$ cat src/rtl/noc_traffic_injector.sv
// Packet injector for one mesh node's local port: gap-paced, budget-limited, pattern-selected destinations.
// Optional: define INJ_TIMESTAMP_EN to stamp packets with a free-running cycle counter (else timestamp = 0).
module noc_traffic_injector #(
    parameter int                     COORD_W   = 3,
    parameter int                     MESH_X    = 3,
    parameter int                     MESH_Y    = 3,
    parameter logic [2*COORD_W-1:0]   SRC_ID    = 6'b010_010,
    parameter int                     PKT_W     = 56,
    parameter int                     PID_W     = 10,
    parameter int                     PAY_W     = 18,
    parameter int                     GAP       = 200,
    parameter int                     MAX_PKTS  = 1022,
    parameter int                     PATTERN   = 0,
    parameter logic [2*COORD_W-1:0]   DEST_ID   = 6'b000_000,
    parameter logic [15:0]            LFSR_SEED = 16'hACE1
) (
    input  logic             clk,
    input  logic             reset,
    input  logic             enable,
    input  logic             dn_full,
    input  logic             gnt_dn,
    output logic             req_dn,
    output logic [PKT_W-1:0] pkt_out,
    output logic             busy,
    output logic             done,
    output logic [PID_W-1:0] sent_cnt,
    output logic [2:0]       dbgState
);

    localparam logic [2:0] IDLE       = 3'd0;
    localparam logic [2:0] PREP       = 3'd1;
    localparam logic [2:0] GAP_WAIT   = 3'd2;
    localparam logic [2:0] SEND_REQ   = 3'd3;
    localparam logic [2:0] WAIT_GRANT = 3'd4;
    localparam logic [2:0] DONE       = 3'd5;

    localparam int GAP_CW   = (GAP > 1) ? $clog2(GAP) : 1;
    localparam int GAP_LAST = (GAP > 0) ? GAP - 1 : 0;

    logic [2:0]           state;
    logic [GAP_CW-1:0]    gapCnt;
    logic [PID_W-1:0]     pktId;
    logic [15:0]          lfsr;
    logic [15:0]          lfsrNext;
    logic [2*COORD_W-1:0] dest;
    logic [2*COORD_W-1:0] cand;
    logic [COORD_W-1:0]   candX;
    logic [COORD_W-1:0]   candY;
    logic                 candLegal;
    logic                 lastPkt;
    logic [PAY_W-1:0]     payload;
    logic [15:0]          tsField;

    // Fibonacci LFSR, taps 16,14,13,11
    assign lfsrNext = {lfsr[14:0], lfsr[15] ^ lfsr[13] ^ lfsr[12] ^ lfsr[10]};

    always_comb begin
        cand = DEST_ID;
        if (PATTERN == 1) begin
            cand = {lfsr[COORD_W-1:0], lfsr[2*COORD_W-1:COORD_W]};
        end else if (PATTERN == 2) begin
            cand = {SRC_ID[COORD_W-1:0], SRC_ID[2*COORD_W-1:COORD_W]};
        end
    end

    assign candX     = cand[2*COORD_W-1:COORD_W];
    assign candY     = cand[COORD_W-1:0];
    assign candLegal = (int'(candX) < MESH_X) && (int'(candY) < MESH_Y) && (cand != SRC_ID);
    assign lastPkt   = (MAX_PKTS != 0) && ((int'(sent_cnt) + 1) == MAX_PKTS);

    generate
        if (PAY_W > 16) begin : g_payWide
            assign payload = {{(PAY_W-16){1'b0}}, lfsr};
        end else begin : g_payNarrow
            assign payload = lfsr[PAY_W-1:0];
        end
    endgenerate

`ifdef INJ_TIMESTAMP_EN
    logic [15:0] tsCnt;

    always_ff @(posedge clk or negedge reset) begin
        if (!reset) begin
            tsCnt <= 16'h0000;
        end else begin
            tsCnt <= tsCnt + 16'd1;
        end
    end

    assign tsField = tsCnt;
`else
    assign tsField = 16'h0000;
`endif

    // Handshake: req_dn rises together with pkt_out and both hold until gnt_dn is
    // sampled high while req_dn is high; gnt_dn with req_dn low is ignored.
    always_ff @(posedge clk or negedge reset) begin
        if (!reset) begin
            state    <= IDLE;
            gapCnt   <= '0;
            pktId    <= '0;
            sent_cnt <= '0;
            lfsr     <= LFSR_SEED;
            dest     <= '0;
            req_dn   <= 1'b0;
            pkt_out  <= '0;
        end else begin
            if (state == PREP) begin
                lfsr <= lfsrNext;
            end
            case (state)
                IDLE: begin
                    if (enable) begin
                        state <= PREP;
                    end
                end
                PREP: begin
                    if (!enable) begin
                        state <= IDLE;
                    end else if (candLegal) begin
                        dest   <= cand;
                        gapCnt <= '0;
                        state  <= (GAP == 0) ? SEND_REQ : GAP_WAIT;
                    end else if (PATTERN != 1) begin
                        // A fixed pattern that is illegal once is illegal forever
                        state <= DONE;
                    end
                end
                GAP_WAIT: begin
                    gapCnt <= gapCnt + 1'b1;
                    if (!enable) begin
                        state <= IDLE;
                    end else if (gapCnt == GAP_CW'(GAP_LAST)) begin
                        state <= SEND_REQ;
                    end
                end
                SEND_REQ: begin
                    if (!dn_full) begin
                        req_dn  <= 1'b1;
                        pkt_out <= {pktId, SRC_ID, dest, tsField, payload};
                        state   <= WAIT_GRANT;
                    end
                end
                WAIT_GRANT: begin
                    if (gnt_dn && req_dn) begin
                        req_dn   <= 1'b0;
                        pktId    <= pktId + 1'b1;
                        sent_cnt <= sent_cnt + 1'b1;
                        if (lastPkt) begin
                            state <= DONE;
                        end else if (enable) begin
                            state <= PREP;
                        end else begin
                            state <= IDLE;
                        end
                    end
                end
                DONE: begin
                    state <= DONE;
                end
                default: begin
                    state <= IDLE;
                end
            endcase
        end
    end

    assign busy     = (state != IDLE) && (state != DONE);
    assign done     = (state == DONE);
    assign dbgState = state;

endmodule

$ cat config.mk
export PLATFORM = sky130hd
export DESIGN_NAME = noc_traffic_injector
export DESIGN_NICKNAME = d
export VERILOG_FILES = /design/src/rtl/noc_traffic_injector.sv
export SDC_FILE = /design/constraint.sdc
export NUM_CORES = 1
export LEC_CHECK = 0
export CORE_UTILIZATION = 25
export DETAILED_ROUTE_END_ITERATION = 7
export GPL_ROUTABILITY_DRIVEN = 0
export PLACE_DENSITY = 0.57
export SLEW_MARGIN = 25
export SYNTH_ARGS = -nofsm -noshare
export SYNTH_HDL_FRONTEND = slang
export SYNTH_SLANG_ARGS = --single-unit
$ cat constraint.sdc
create_clock -name clk -period 1.59 [get_ports clk]
set_input_delay 0.318 -clock clk [delete_from_list [all_inputs] [get_ports clk]]
set_output_delay 0.318 -clock clk [all_outputs]
set_load 0.03 [all_outputs]
Yosys cells after proc, flatten, opt, wreduce, memory -nomap -nowiden --
Cells that the tools add are included.
Operators by class: $add $sub $neg 4, eq/ne operators 13, muxes and demuxes 14, bitwise gates (word level) 4, reductions and logical operators 11
Operators with widths (count):
- 10-bit by 1-bit adder with 10-bit output (second input constant) | 2
- 3-bit two-way mux | 6
- 3-bit case mux with 6 select lines | 1
- 8-bit case mux with 2 select lines | 1
- 10-bit by 1-bit adder with 11-bit output (second input constant) | 1
- 11-bit by 10-bit == test with 1-bit output (second input constant) | 1
- 8-bit by 1-bit adder with 8-bit output (second input constant) | 1
- 8-bit == test (second input constant) | 1
- 8-bit two-way mux | 1
- 2-bit != test (second input constant) | 4
- 3-bit by 2-bit == test with 1-bit output (second input constant) | 2
- 3-bit == test (second input constant) | 2
- 3-bit != test (second input constant) | 2
- 2-bit AND reduction | 3
- 4-bit AND reduction | 1
- 2-bit nonzero test | 2
- 3-bit by 1-bit == test with 1-bit output (second input constant) | 1
- 3-bit logical NOT | 1
- 1-bit two-way mux | 3
- 3-bit AND reduction | 1
- 3-bit nonzero test | 1
- 1-bit XOR | 3
- 1-bit logical AND | 2
- 2-bit two-way mux | 1
- other kinds (2) | 2
Word-level totals: flip-flop bits (word level) 76, input port bits 5, output and inout bits 72, logic and storage cells 53

Longest topological paths before layout --
Gate-level depths: netlist (run 1).
depth in word-level cells 5, gate-level depth with buffers 7, mapped depth without buffers 6

Worst setup path before layout (run 1) --
OpenSTA, ideal clock, no wires.
path type register to register, from reg state[2], in the netlist dbgState[2], to reg pkt_out[46], arrival 1.588 ns, required time 1.465 ns, setup slack -0.123 ns, cell stages (with the launch flop) 6, path buffers 2, cells stage by stage dfrtp_1 > buf_2 > nand2b_4 > nor2_4 > buf_4 > mux2_2
Between the ends: word-level cells in the longest chain between the ends 2
RTL lines:
- start, declared | RTL line 40 | logic [2:0] state;
- start signal, assigned | RTL line 123 | state <= (GAP == 0) ? SEND_REQ : GAP_WAIT;
- 3-bit by 2-bit == test with 1-bit output | RTL line 111 | case (state)
- 2-bit AND reduction (no source line)
- end signal, assigned | RTL line 140 | pkt_out <= {pktId, SRC_ID, dest, tsField, payload};
- end, declared | RTL line 23 | output logic [PKT_W-1:0] pkt_out,
Every way passes these cells. A chain may end at the register's enable or synchronous reset.

Final worst setup path (run 1) --
from reg state[0], in the netlist dbgState[0], to out busy
Between the ends: word-level cells in the longest chain between the ends 2, elaborated cells between the ends (all ways) 3, those cells by class eq/ne: 1; reduce/logical: 2
RTL lines:
- 3-bit != test / 3-bit nonzero test (equally long branches) | RTL line 168 | assign busy = (state != IDLE) && (state != DONE);
- 1-bit logical AND (*) | RTL line 168
- end, declared | RTL line 24 | output logic busy,
Every way passes the cells marked *; elsewhere a longest branch is shown, timed or not.

==> results of run 1 <==
[registers in the layout, indices dropped and copies added, names as in the netlist]
signal,count
pkt_out,27
lfsr,16
dbgState,3
sent_cnt,10
req_dn,1
gapCnt,8
pktId,10
[cell families after synthesis]
| family | count (synthesis) | synth area share (%) |
|---|---|---|
| compound gates | 25 | 3.99 |
| xor+xnor | 23 | 5.73 |
| fa+ha+maj | 5 | 1.71 |
| buf+inv | 42 | 8.40 |
| flops | 75 | 53.7 |
| mux | 46 | 14.7 |
| other cells | 1 | 0.107 |
| simple gates | 75 | 11.7 |
[synth_stat cells, drive strengths merged (2+ instances only)]
| cell type | count |
|---|---|
| a21oi | 7 |
| a31oi | 2 |
| mux2i | 2 |
| nand4 | 10 |
| o21ai | 14 |
| nor2 | 12 |
| buf | 36 |
| xnor2 | 17 |
| dfrtp | 67 |
| ha | 4 |
| and4 | 2 |
| nand3 | 10 |
| nand2b | 2 |
| mux2 | 44 |
| nor3 | 2 |
| nand3b | 2 |
| or4 | 2 |
| and3 | 8 |
| nand2 | 20 |
| xor2 | 6 |
| inv | 5 |
| dfstp | 8 |
[where the power goes]
part | switching [uW] | internal [uW] | total [uW]
registers | 317 | 2410 | 2730
clock network | 806 | 1420 | 2220
logic | 1380 | 1320 | 2700
total | 2500 | 5160 | 7650
[layer usage]
layer | GRT usage (%) | up-vias | wire length, um
met1 | 13.0 | 1193 | 3120
met5 | 0 | - | 0
met4 | 3.86 | 0 | 74
met3 | 3.96 | 8 | 361
li1 | - | 1140 | -
met2 | 16.2 | 66 | 3430
[worst paths after layout]
| check | startpoint | cells past startpoint | endpoint |
|---|---|---|---|
| min | gnt_dn | 4 | req_dn$_DFFE_PN0P_ |
| max | dbgState[0]$_DFFE_PN0P_ | 4 | busy |
| max in group asynchronous | reset | 3 | lfsr[11]$_DFFE_PN1P_ |
| max reg2reg | dbgState[0]$_DFFE_PN0P_ | 6 | pktId[3]$_DFFE_PN0P_ |
| min reg2reg | pktId[9]$_DFFE_PN0P_ | 1 | pktId[9]$_DFFE_PN0P_ |
| min in group asynchronous | reset | 2 | gapCnt[4]$_DFFE_PN0P_ |
[cell type report]
class / instances / area [um^2] / share of cell area, %
repair buffers: 89 / 825 / 17.2
clock buffers: 10 / 239 / 4.98
well taps: 176 / 220 / 4.59
clock inverters: 6 / 87.6 / 1.83
multi-input cells: 202 / 1510 / 31.5
flip-flops and latches: 75 / 1890 / 39.4
inverters: 5 / 23.8 / 0.496
[what timing repair did]
item,4_1_cts,5_1_grt
buffers inserted,6,7
endpoints found under the setup margin,42,21
hold buffers,1,0
endpoints found under the hold margin,28,0
pin swaps,0,11
gates resized for setup,44,28
cloned,0,1
[layout by cell type, fill, tap and decap left out, drive strengths merged, types with 3 or more instances in the layout]
cell type	Yosys	layout
dfrtp	67	67
mux2	44	44
buf	36	44
dlygate4sd2	0	35
conb	1	28
nand2	20	20
xnor2	17	17
clkbuf	1	14
o21ai	14	14
nor2	12	12
nand3	10	10
nand4	10	10
dfstp	8	8
and3	8	8
a21oi	7	7
xor2	6	6
inv	5	6
ha	4	4
clkinv	0	3
[through the flow]
stage | instance area, um^2 | hold slack, ns
6_report | 4800 | 0.398
5_1_grt | 4800 | 0.449
4_1_cts | 4660 | 0.480
3_5_place_dp | 4320 | 0.289
3_3_place_gp | 4320 | 0.286
2_1_floorplan | 3670 | 0.0224
[worst min-delay path: cells and delay by family]
family | cells | cell delay (ns)
AO/OA/AOI/OAI | 1 | 0.06
buffers and inverters | 1 | 0.15
AND/OR/NAND/NOR | 2 | 0.17
==> impl_metrics.tcl, run 1 <==
set metrics [dict create \
    yosysUniqueCellTypes 40 \
    antenna_left 0 \
    cts_max_level 3 \
    final_nets 391 \
    fp-row-count 42 \
    critPathMaxStageDelay_ns 0.40 \
    syn-instance-count 292 \
    fin_ws_ns 0.0180 \
    yosys_warnings 0 \
    drt-wirelength-per-cell_um 12.4 \
    placed_cells 532 \
    crit_path_end_kind "primary output" \
    cp_data_required_time_ns 1.27 \
    synth_area_leaders "dfrtp_1 (48%), mux2_2 (14%), buf_4 (6.8%)" \
    rsz0062_at_grt "true" \
    cpMaxStageDelayCell "dfrtp_1" \
    viasPerCell 4.28 \
    crit_buf_inv 2 \
    maxSlewViolCount 0 \
    fillCellCount 1338 \
    cts_sinks 75 \
    num_antenna_cells 0 \
    area_growth_pct 36.4 \
    post-place-ws_ns -0.288 \
    drc 0 \
    skew_ns 0.00393 \
    fin_crit_sh_pct 98.9 \
    cts_buffers 9 \
    fin_util_pct 35.7 \
    initial_core_util_pct 26.1 \
    synth_flop_cell "dfrtp_1" \
    hold_path_class "input port to flop" \
    avgSynthCellArea_um2 12.0 \
    power.total_uw 7650 \
    num_vias 2407 \
    die_x_um 121 \
    clock_latency_ns 0.34 \
    maxCapViolCount 0 \
    period_needed_ns 1.57 \
    grt_use_total_pct 10.4 \
    worstSetupPathType "flop to primary output" \
    synth_top_cell_area_share_pct 47.7 \
    hold_violations 0 \
    overflow 0 \
    clk_pin_slew_ns 0.06 \
    max_freq_ghz 0.636 \
    drtIter0Drc 53 \
    crit_arrival_ns 1.25 \
    status "completed" \
    dp_hpwl_um 4770 \
    die_area_mm2 0.0145 \
    cts_tree "yes" \
    drive_gt1_share_pct 34.9 \
    r2r_slack_ns 0.04 \
    instances_no_fill 563 \
    yosysSeqAreaShare_pct 53.7 \
    io_pins 77 \
    antenna_found_initial 0 \
    routed_wl_um 6990 \
    synth_edf_count 0 \
    grt_pass1_vias 2340 \
    drt-pass1-iter-count 4 \
    io_buffers 48 \
    grt_max_degree 35 \
    yosysTopAreaCell "dfrtp_1" \
    clockBufferDepth 2 \
    fin_setup_tns_ns 0 \
    cts-root-buf "clkbuf_16" \
    cp-start-kind "flop" \
    cp_max_fo 6 \
    fp.coreArea_mm2 0.0135 \
    setup_violations 0 \
    power.density_mw_per_mm2 1600 \
    die_h_um 121 \
    ir_drop_uv 883 \
    ys_ff_latch 75 \
    syn_area_mm2 0.00352 \
    p_leak_uw 0.00239 \
    grt_pass1_wl_um 11600 \
    cpLargestDelayFamily "flip-flops" \
    path_cells "buf_4 > xnor2_2 > nand2_1 > buf_6" \
    async_flop_share_pct 100 \
]
(Power assumes the default switching activity.)
==> inputs of run 2 (changes only) <==
--- a/config.mk
+++ b/config.mk
@@ -5,9 +5,12 @@
 export SDC_FILE = /design/constraint.sdc
 export NUM_CORES = 1
 export LEC_CHECK = 0
+export CORE_MARGIN = 8
 export CORE_UTILIZATION = 25
+export CTS_CLUSTER_DIAMETER = 80
 export DETAILED_ROUTE_END_ITERATION = 7
 export GPL_ROUTABILITY_DRIVEN = 0
+export HOLD_SLACK_MARGIN = 0.1
 export PLACE_DENSITY = 0.57
 export SLEW_MARGIN = 25
 export SYNTH_ARGS = -nofsm -noshare
==> impl_metrics.tcl, run 2 (same netlist as run 1, synthesis figures left out) <==
set metrics [dict create \
    power_frac_comb_pct 37.1 \
    top_register "pkt_out" \
    dpl_cell_area_mm2 0.00430 \
    crit_path_end_kind "flop" \
    final_nets 392 \
    io_buffers 48 \
    cts_max_level 3 \
    status "complete, but fails checks" \
    largest_reg_flops 27 \
    final_cell_mix "dfrtp_1 (63), dlygate4sd2_1 (34), buf_4 (30), conb_1 (28)" \
    cp-start-kind "flop" \
    drt-pass1-iter-count 4 \
    power.total_uw 7560 \
    post-place-ws_ns -0.296 \
    fp.coreArea_mm2 0.0138 \
    area_growth_pct 38.1 \
    dp_hpwl_um 5270 \
    routed_wl_um 8070 \
    num_antenna_cells 0 \
    internal_power_uw 5060 \
    clockBufferDepth 2 \
    worstSetupPathType "flop to flop" \
    p_sw_share_pct 33.1 \
    overflow 0 \
    cts_tree "yes" \
    skew_ns 0.00644 \
    cp_max_fo 2 \
    maxCapViolCount 0 \
    cts_sinks 75 \
    hold_path_class "input port to async pin" \
    drt-wirelength-per-cell_um 14.2 \
    clk_pin_slew_ns 0.06 \
    reg_top3 "pkt_out x27, lfsr x16" \
    max_freq_ghz 0.620 \
    fin_crit_sh_pct 101 \
    cts-root-buf "clkbuf_16" \
    layout_commonest_cell "dfrtp_1" \
    hold_ws_ns 0.394 \
    r2r_start "gapCnt[0]$_DFFE_PN0P_" \
    io_pins 77 \
    cts_buffers 9 \
    r2r_end "dbgState[2]$_DFFE_PN0P_" \
    grt_use_total_pct 8.74 \
    crit_arrival_ns 1.87 \
    ir_drop_uv 738 \
    p_leak_uw 0.00238 \
    grt_max_degree 34 \
    drive_gt1_share_pct 34.5 \
    fin_ws_ns -0.0223 \
    viasPerCell 4.20 \
    antenna_found_initial 0 \
    die_area_mm2 0.0181 \
    num_vias 2387 \
    p_seq_share_pct 36.1 \
    antenna_left 0 \
    clock_latency_ns 0.34 \
    r2r_slack_ns -0.02 \
    die_x_um 135 \
    power.density_mw_per_mm2 1560 \
    violations "setup timing" \
    design_area_mm2 0.00486 \
    die_h_um 135 \
    reg2reg_depth 6 \
    initial_core_util_pct 25.4 \
    drtIter0Drc 82 \
    cp_data_required_time_ns 1.85 \
    drc 0 \
    grt_pass1_vias 2487 \
    setup_violations 4 \
    fillCellCount 1352 \
    grt_pass1_wl_um 12500 \
    clkPwrFrac_pct 26.9 \
    maxSlewViolCount 0 \
    p_switching_uw 2510 \
    hold_violations 0 \
    period_needed_ns 1.61 \
    rsz0062_at_grt "true" \
    fp-row-count 43 \
]
## run 2: changes by cell type in the layout (fill, tap and decap cells not counted), moves of 2 or more
cell       before  now
clkbuf_16      10   12
mux2_4         10   22
clkinv_2        2    0
buf_4          33   30
mux2_2         34   22
buf_6           6    8
clkbuf_1        0    3
## run 2: worst max-delay path by stage
stage / cells past startpoint / to / start / slack [ns]
after floorplan: 5 / pkt_out[46]$_DFFE_PN0P_ / dbgState[2]$_DFFE_PN0P_ / -0.0005
after global placement: 7 / pktId[8]$_DFFE_PN0P_ / gnt_dn / -0.25
after detailed placement: 7 / pktId[5]$_DFFE_PN0P_ / gnt_dn / -0.30
after CTS: 6 / dbgState[2]$_DFFE_PN0P_ / gapCnt[0]$_DFFE_PN0P_ / -0.04
after global routing: 6 / dbgState[2]$_DFFE_PN0P_ / gapCnt[0]$_DFFE_PN0P_ / -0.12
final: 6 / dbgState[2]$_DFFE_PN0P_ / gapCnt[0]$_DFFE_PN0P_ / -0.02
## run 2: critical path, cell delays in order, from the launching register on
cell      delay, ns
dfrtp_1        0.36
ha_2           0.19
nand4_1        0.10
or4_4          0.44
a221oi_2       0.23
inv_1          0.08
o21ai_1        0.13
## run 2: power by group through the flow
stage / combinational (uW) / clock [uW] / sequential, uW
6_report: 2800 / 2030 / 2730
5_1_grt: 3020 / 2200 / 2800
4_1_cts: 2530 / 2110 / 2740
3_5_place_dp: 2550 / 0 / 2800
3_3_place_gp: 2500 / 0 / 2780
2_1_floorplan: 1320 / 0 / 3130
## run 2: final cells by class
cell class | instances | area [um^2] | share of cell area (%)
timing repair buffer | 90 | 868 | 17.9
tap | 180 | 225 | 4.64
clock inverter | 3 | 46.3 | 0.953
sequential | 75 | 1890 | 39.0
clock buffer | 13 | 250 | 5.15
multi-input combinational | 202 | 1560 | 32.0
inverter | 5 | 18.8 | 0.386
## run 2: repair_timing
action | 4_1_cts | 5_1_grt
hold buffers | 1 | 0
buffers inserted | 6 | 10
pin swaps | 0 | 7
resized for setup | 45 | 39
endpoints found under the setup margin | 44 | 35
hold endpoints to repair | 13 | 0
cloned | 0 | 3
## run 2: metrics by stage
stage               instances  util (%)  TNS (ns)
floorplan                 319         -  -0.00453
global placement          532      31.1     -9.22
detailed placement        532      31.1    -10.06
CTS                       555      33.4   -0.0828
global route              568      35.1    -0.925
finish                    568      35.1   -0.0428
## run 2: metal layers
layer  global-route usage, %  part of all wire, %  vias up
met5                       0                    0        -
met4                    3.81                  2.1        0
met3                    3.19                  6.2       15
met2                    14.6                   49       57
met1                    9.83                   43     1174
li1                        -                    -     1141
